==> config.mk <==
export PLATFORM = sky130hd
export DESIGN_NAME = clk_div_monitor_flat
export DESIGN_NICKNAME = d
export VERILOG_FILES = /design/src/rtl/clk_div_pkg.sv /design/src/rtl/clk_div_monitor_if.sv /design/src/rtl/edge_det.sv /design/src/rtl/clk_div_monitor.sv /design/src/flat_wrapper.sv
export SDC_FILE = /design/constraint.sdc
export NUM_CORES = 1
export LEC_CHECK = 0
export ABC_CLOCK_PERIOD_IN_PS = 4320
export BUFFER_PORTS_ARGS = -buffer_cell sky130_fd_sc_hd__buf_2
export CELL_PAD_IN_SITES_DETAIL_PLACEMENT = 0
export CELL_PAD_IN_SITES_GLOBAL_PLACEMENT = 1
export CORE_MARGIN = 2
export CORE_UTILIZATION = 47
export CTS_CLUSTER_DIAMETER = 200
export DETAILED_ROUTE_END_ITERATION = 8
export PLACE_DENSITY = 0.88
export SLEW_MARGIN = 25
export SYNTH_ARGS = -nofsm -noshare
export SYNTH_HDL_FRONTEND = slang
export SYNTH_SLANG_ARGS = --single-unit
==> constraint.sdc <==
create_clock -name clk -period 4.32 [get_ports clk]
set_clock_uncertainty 0.05 [all_clocks]
set_input_delay 0.432 -clock clk [delete_from_list [all_inputs] [get_ports clk]]
set_output_delay 0.432 -clock clk [all_outputs]
set_load 0.05 [all_outputs]
==> src/rtl/clk_div_pkg.sv <==
// +----------------------------------------------------------------------+
// | clk_div_pkg : shared types, defaults and helpers for divider blocks  |
// | Rev 1.0                                                              |
// +----------------------------------------------------------------------+
`default_nettype none

package clk_div_pkg;

  typedef enum logic [1:0] {
    IDLE = 2'd0,
    SYNC = 2'd1,
    MEAS = 2'd2
  } mon_state_t;

  localparam int N_W_DEF      = 4;
  localparam int CNT_W_DEF    = 8;
  localparam int LOCK_CNT_DEF = 4;

  // Only even ratios of at least 2 can be produced by the divider.
  function automatic logic is_valid_ratio(input logic [31:0] n);
    return (n >= 32'd2) && (n[0] == 1'b0);
  endfunction

endpackage

`default_nettype wire

==> src/rtl/clk_div_monitor_if.sv <==
// +----------------------------------------------------------------------+
// | clk_div_monitor_if : control/measurement bundle of clk_div_monitor   |
// | Rev 1.0                                                              |
// +----------------------------------------------------------------------+
`default_nettype none

interface clk_div_monitor_if
  import clk_div_pkg::*;
#(
  parameter int N_W   = N_W_DEF,
  parameter int CNT_W = CNT_W_DEF
);

  logic             en;
  logic             div_clk;
  logic [N_W-1:0]   n;
  logic             err_clr;
  logic [CNT_W-1:0] period;
  logic [CNT_W-1:0] high_cnt;
  logic             meas_valid;
  logic             lock;
  logic             err;
  logic             stuck;

  modport master (
    output en, div_clk, n, err_clr,
    input  period, high_cnt, meas_valid, lock, err, stuck
  );

  modport slave (
    input  en, div_clk, n, err_clr,
    output period, high_cnt, meas_valid, lock, err, stuck
  );

endinterface

`default_nettype wire

==> src/rtl/edge_det.sv <==
// +----------------------------------------------------------------------+
// | edge_det : single-flop rising/falling edge detector                  |
// | Rev 1.0                                                              |
// +----------------------------------------------------------------------+
`default_nettype none

module edge_det (
  input  logic clk,
  input  logic rst_n,
  input  logic d,
  output logic rise,
  output logic fall
);

  logic d_q;

  always_ff @(posedge clk or negedge rst_n) begin
    if (!rst_n) begin
      d_q <= 1'b0;
    end else begin
      d_q <= d;
    end
  end

  assign rise = d & ~d_q;
  assign fall = ~d & d_q;

endmodule

`default_nettype wire

==> src/rtl/clk_div_monitor.sv <==
// +----------------------------------------------------------------------+
// | clk_div_monitor : measures divided-clock period/high time, lock/err  |
// | Optional macro DUTY_CHECK_EN adds a 50% duty check.   Rev 1.0        |
// +----------------------------------------------------------------------+
`default_nettype none

module clk_div_monitor
  import clk_div_pkg::*;
#(
  parameter int N_W      = N_W_DEF,
  parameter int CNT_W    = CNT_W_DEF,
  parameter int LOCK_CNT = LOCK_CNT_DEF
) (
  input  logic             clk,
  input  logic             rst_n,
  clk_div_monitor_if.slave mon
);

  localparam int               GOOD_W   = $clog2(LOCK_CNT + 1);
  localparam logic [CNT_W-1:0] CNT_MAX  = '1;
  localparam logic [GOOD_W-1:0] GOOD_MAX = GOOD_W'(LOCK_CNT);

  mon_state_t        state_q, state_d;
  logic [CNT_W-1:0]  cnt_q, cnt_d;
  logic [GOOD_W-1:0] good_q, good_d;
  logic [N_W-1:0]    n_q;
  logic [CNT_W-1:0]  period_q, period_d;
  logic [CNT_W-1:0]  high_q, high_d;
  logic              mv_q, mv_d;
  logic              lock_q, lock_d;
  logic              err_q, err_d;
  logic              stuck_q, stuck_d;

  logic              rise, fall;
  logic              n_chg;
  logic              ratio_ok;
  logic              period_good;
  logic              err_set, stuck_set;
  logic [CNT_W-1:0]  n_ext;

  edge_det u_edge_det (
    .clk   (clk),
    .rst_n (rst_n),
    .d     (mon.div_clk),
    .rise  (rise),
    .fall  (fall)
  );

  assign n_chg    = (mon.n != n_q);
  assign n_ext    = CNT_W'(mon.n);
  assign ratio_ok = is_valid_ratio(32'(mon.n));

  // cnt_q holds the full period length on the cycle the next rise is seen.
`ifdef DUTY_CHECK_EN
  assign period_good = (cnt_q == n_ext) && (high_q == (n_ext >> 1));
`else
  assign period_good = (cnt_q == n_ext);
`endif

  always_comb begin
    state_d   = state_q;
    cnt_d     = cnt_q;
    good_d    = good_q;
    period_d  = period_q;
    high_d    = high_q;
    mv_d      = 1'b0;
    lock_d    = lock_q;
    err_set   = 1'b0;
    stuck_set = 1'b0;

    if (!mon.en) begin
      state_d = IDLE;
      good_d  = '0;
      lock_d  = 1'b0;
    end else if (n_chg) begin
      state_d = SYNC;
      good_d  = '0;
      lock_d  = 1'b0;
    end else begin
      case (state_q)
        IDLE: state_d = SYNC;
        SYNC: begin
          if (rise) begin
            cnt_d   = CNT_W'(1);
            state_d = MEAS;
          end
        end
        MEAS: begin
          cnt_d = (cnt_q == CNT_MAX) ? CNT_MAX : cnt_q + 1'b1;
          if (fall) begin
            high_d = cnt_q;
          end
          if (rise) begin
            period_d = cnt_q;
            mv_d     = 1'b1;
            cnt_d    = CNT_W'(1);
            if (!ratio_ok) begin
              good_d = '0;
              lock_d = 1'b0;
            end else if (period_good) begin
              good_d = (good_q == GOOD_MAX) ? GOOD_MAX : good_q + 1'b1;
              lock_d = (good_d == GOOD_MAX);
            end else begin
              good_d  = '0;
              lock_d  = 1'b0;
              err_set = 1'b1;
            end
          end else if (cnt_q == CNT_MAX) begin
            // A rise on the same cycle is handled above and beats the timeout.
            stuck_set = 1'b1;
            good_d    = '0;
            lock_d    = 1'b0;
            state_d   = SYNC;
          end
        end
        default: state_d = IDLE;
      endcase
    end

    err_d   = err_set   | (err_q   & ~mon.err_clr);
    stuck_d = stuck_set | (stuck_q & ~mon.err_clr);
  end

  always_ff @(posedge clk or negedge rst_n) begin
    if (!rst_n) begin
      state_q  <= IDLE;
      cnt_q    <= '0;
      good_q   <= '0;
      n_q      <= '0;
      period_q <= '0;
      high_q   <= '0;
      mv_q     <= 1'b0;
      lock_q   <= 1'b0;
      err_q    <= 1'b0;
      stuck_q  <= 1'b0;
    end else begin
      state_q  <= state_d;
      cnt_q    <= cnt_d;
      good_q   <= good_d;
      n_q      <= mon.n;
      period_q <= period_d;
      high_q   <= high_d;
      mv_q     <= mv_d;
      lock_q   <= lock_d;
      err_q    <= err_d;
      stuck_q  <= stuck_d;
    end
  end

  assign mon.period     = period_q;
  assign mon.high_cnt   = high_q;
  assign mon.meas_valid = mv_q;
  assign mon.lock       = lock_q;
  assign mon.err        = err_q;
  assign mon.stuck      = stuck_q;

endmodule

`default_nettype wire

==> src/flat_wrapper.sv <==
// flat-port wrapper written by rule: the top's interface ports become plain ports
module clk_div_monitor_flat import clk_div_pkg::*;
#(
  parameter int N_W      = N_W_DEF,
  parameter int CNT_W    = CNT_W_DEF,
  parameter int LOCK_CNT = LOCK_CNT_DEF
)
  (clk, rst_n, mon_en, mon_div_clk, mon_n, mon_err_clr, mon_period, mon_high_cnt, mon_meas_valid, mon_lock, mon_err, mon_stuck);
  clk_div_monitor_if #(.N_W(N_W), .CNT_W(CNT_W)) mon_i ();
  input  logic clk;
  input  logic rst_n;
  input wire logic [$bits(mon_i.en)-1:0] mon_en;
  input wire logic [$bits(mon_i.div_clk)-1:0] mon_div_clk;
  input wire logic [$bits(mon_i.n)-1:0] mon_n;
  input wire logic [$bits(mon_i.err_clr)-1:0] mon_err_clr;
  output wire logic [$bits(mon_i.period)-1:0] mon_period;
  output wire logic [$bits(mon_i.high_cnt)-1:0] mon_high_cnt;
  output wire logic [$bits(mon_i.meas_valid)-1:0] mon_meas_valid;
  output wire logic [$bits(mon_i.lock)-1:0] mon_lock;
  output wire logic [$bits(mon_i.err)-1:0] mon_err;
  output wire logic [$bits(mon_i.stuck)-1:0] mon_stuck;
  assign mon_i.en = mon_en;
  assign mon_i.div_clk = mon_div_clk;
  assign mon_i.n = mon_n;
  assign mon_i.err_clr = mon_err_clr;
  assign mon_period = mon_i.period;
  assign mon_high_cnt = mon_i.high_cnt;
  assign mon_meas_valid = mon_i.meas_valid;
  assign mon_lock = mon_i.lock;
  assign mon_err = mon_i.err;
  assign mon_stuck = mon_i.stuck;
  clk_div_monitor #(.N_W(N_W), .CNT_W(CNT_W), .LOCK_CNT(LOCK_CNT)) u_core (.clk(clk), .rst_n(rst_n), .mon(mon_i));
endmodule
==> impl_metrics.ini <==
[status]
outcome = completed

[job]
drv_cap = 0

[worst_setup_path]
r2r_setup_slack_ps = 2130
crit_buf_inv = 0
path_cells = ha_1, and3_1, nand3_1, a21oi_1, a21oi_1, a211oi_1
cp_slowest_stage_delay_ps = 490
cp_max_fo = 7
criticalPathCategory = register to register
r2r_end = u_core.good_q[2]$_DFFE_PN0P_
rr_worst_depth = 6
critical_path_arrival_ps = 2340
crit_slowest_cell = dfrtp_1
cp-start-kind = register
endpoint_kind = register
required_ps = 4470
crit_family = compound AO/OA/AOI/OAI gates
cpMostUsedCell = a21oi_1
reg2reg_from = u_core.cnt_q[1]$_DFFE_PN0P_

[placement]
hpwl_um = 2600
place_area_um2 = 1990
dp.cells = 233
portBuffers = 28
place_congestion = 0.804

[routing]
drtPass1Iterations = 4
detail_route.wl_per_cell_um = 14.7
finalWirelength_um = 3530
vias = 1322
viasPerCell = 5.49
ant_nets = 0
drc = 0
drt_iter0_drc = 81

[finish]
area_delta_synth_final_pct = 15.5
design_area_um2 = 2090
final_cell_mix = 38 x dfrtp_1, 28 x buf_2, 11 x a21oi_1
final_util = 0.568
fill_cells = 319
diodes = 0
layout-drive-gt1-share = 0.280
nets = 204
multiInputGateArea_um2 = 813
layout_commonest_cell = dfrtp_1
seq_area_um2 = 951
fin_cells = 241

[synthesis]
synth-async-reset-ratio = 1.00
synth-seq-cells = 38
syn_area_um2 = 1810
synth_seq_area_share = 0.525
synth_fp_nets = 173
synth_flop_cell = dfrtp_1
synth_area_per_cell_um2 = 11.3
yosys_warnings = 0
netlist_instances = 161
synth_cell_types = 39
synth_edf_count = 0

[timing]
fin_crit_sh = 0.508
timing.final.hold_violations = 0
rsz0062_at_grt = no
max_freq_mhz = 456
period_needed_ps = 2190
tightest_slew_ps = 814
fin_tns_setup_ps = 0
maxSlewHeadroom = 0.457
setup_viol_count_final = 0
slew_violations = 0

[clock_tree]
cts_tree = done
holdBufCountCts = 0
clkLatencyLatePin_ps = 280
clock_path_buffers = 2
cts_resized = 0
htreeDepth = 2
clk_pin_slew_ps = 70
cts_root_buf = clkbuf_8
cts_buffers = 5
cts_sinks = 38
cts_setup_buffers = 0

[global_route]
grt_max_degree = 39
grt-ovfl-total = 0
grt_pass1_wl_um = 6090
grt_pass1_vias = 1267
grt_usage = 0.185
antenna_found_initial = 0

[hold_path]
worstHoldPathType = primary input to asynchronous set/reset pin

[floorplan]
die_w_um = 66.1
fp-row-count = 22
dieArea_um2 = 4370
fp.dieH_um = 66.1
pin_count = 29
start_util = 0.491
core_area_um2 = 3690

[pwr]
p_leak_nw = 1.05
vdd.ir_drop.worst_mv = 0.218
p_per_area_nw_per_um2 = 330
power.total_mw = 0.690
cells by family after synthesis:
family          share of synthesized area
simple gates                        0.156
flops                               0.525
compound gates                      0.113
mux                                 0.116
buf+inv                            0.0262
xor+xnor                           0.0435
fa+ha+maj                          0.0207
area by class of cell:
| type | instances | share of cell area |
|---|---|---|
| clock inverters | 1 | 0.0143 |
| clock buffers | 7 | 0.0365 |
| well taps | 48 | 0.0287 |
| multi-input cells | 113 | 0.389 |
| repair buffers | 28 | 0.0669 |
| flip-flops and latches | 38 | 0.454 |
| inverters | 6 | 0.0108 |
synth_stat cells, drive strengths merged (3+ instances only):
master	instances	area share
a21o	4	0.017
a21oi	11	0.030
and3	3	0.010
dfrtp	38	0.52
ha	3	0.021
inv	6	0.012
mux2	16	0.12
nand2	11	0.027
nand2b	4	0.014
nand3	7	0.019
nand4	3	0.010
nor2	9	0.019
nor3	5	0.014
o21ai	7	0.019
xnor2	8	0.039
how the worst max path moves through the flow:
| stage | from | to | depth (start not counted) |
|---|---|---|---|
| final | u_core.cnt_q[1]$_DFFE_PN0P_ | u_core.good_q[2]$_DFFE_PN0P_ | 6 |
| after detailed placement | mon_n[3] | u_core.mon.high_cnt[5]$_DFFE_PN0P_ | 6 |
| after CTS | u_core.cnt_q[1]$_DFFE_PN0P_ | u_core.good_q[2]$_DFFE_PN0P_ | 6 |
| after global routing | u_core.cnt_q[0]$_DFFE_PN0P_ | u_core.good_q[2]$_DFFE_PN0P_ | 6 |
| after floorplan | mon_n[2] | u_core.mon.high_cnt[0]$_DFFE_PN0P_ | 6 |
| after global placement | mon_n[0] | u_core.mon.high_cnt[5]$_DFFE_PN0P_ | 6 |
power by group:
part	switching [mW]	internal, mW	total (mW)
Combinational	0.0213	0.0125	0.0338
Sequential	0.00664	0.360	0.367
Clock	0.116	0.173	0.289
Total	0.144	0.546	0.690
per-layer routing:
layer | wire length, µm | GRT usage | vias up
met5 | 0 | 0 | -
met4 | 51 | 0.0765 | 0
met3 | 201 | 0.0375 | 7
met2 | 1670 | 0.290 | 40
met1 | 1610 | 0.249 | 640
li1 | - | - | 635
stage by stage:
stage,setup slack (ps),hold WS [ps]
final,2130,186
after global routing,1920,244
after CTS,2120,213
after detailed placement,2100,443
after global placement,2180,432
after floorplan,2360,86.4
flip-flops by register name, indices dropped and copies added (netlist names):
| signal | flops |
|---|---|
| u_core.state_q | 2 |
| u_core.mon.high_cnt | 8 |
| u_core.good_q | 3 |
| u_core.mon.err | 1 |
| u_core.n_q | 4 |
| u_core.mon.lock | 1 |
| u_core.mon.meas_valid | 1 |
| u_core.cnt_q | 8 |
| u_core.mon.period | 8 |
| u_core.mon.stuck | 1 |
| u_core.u_edge_det.d_q | 1 |
Power figures use the tool's default switching activity.
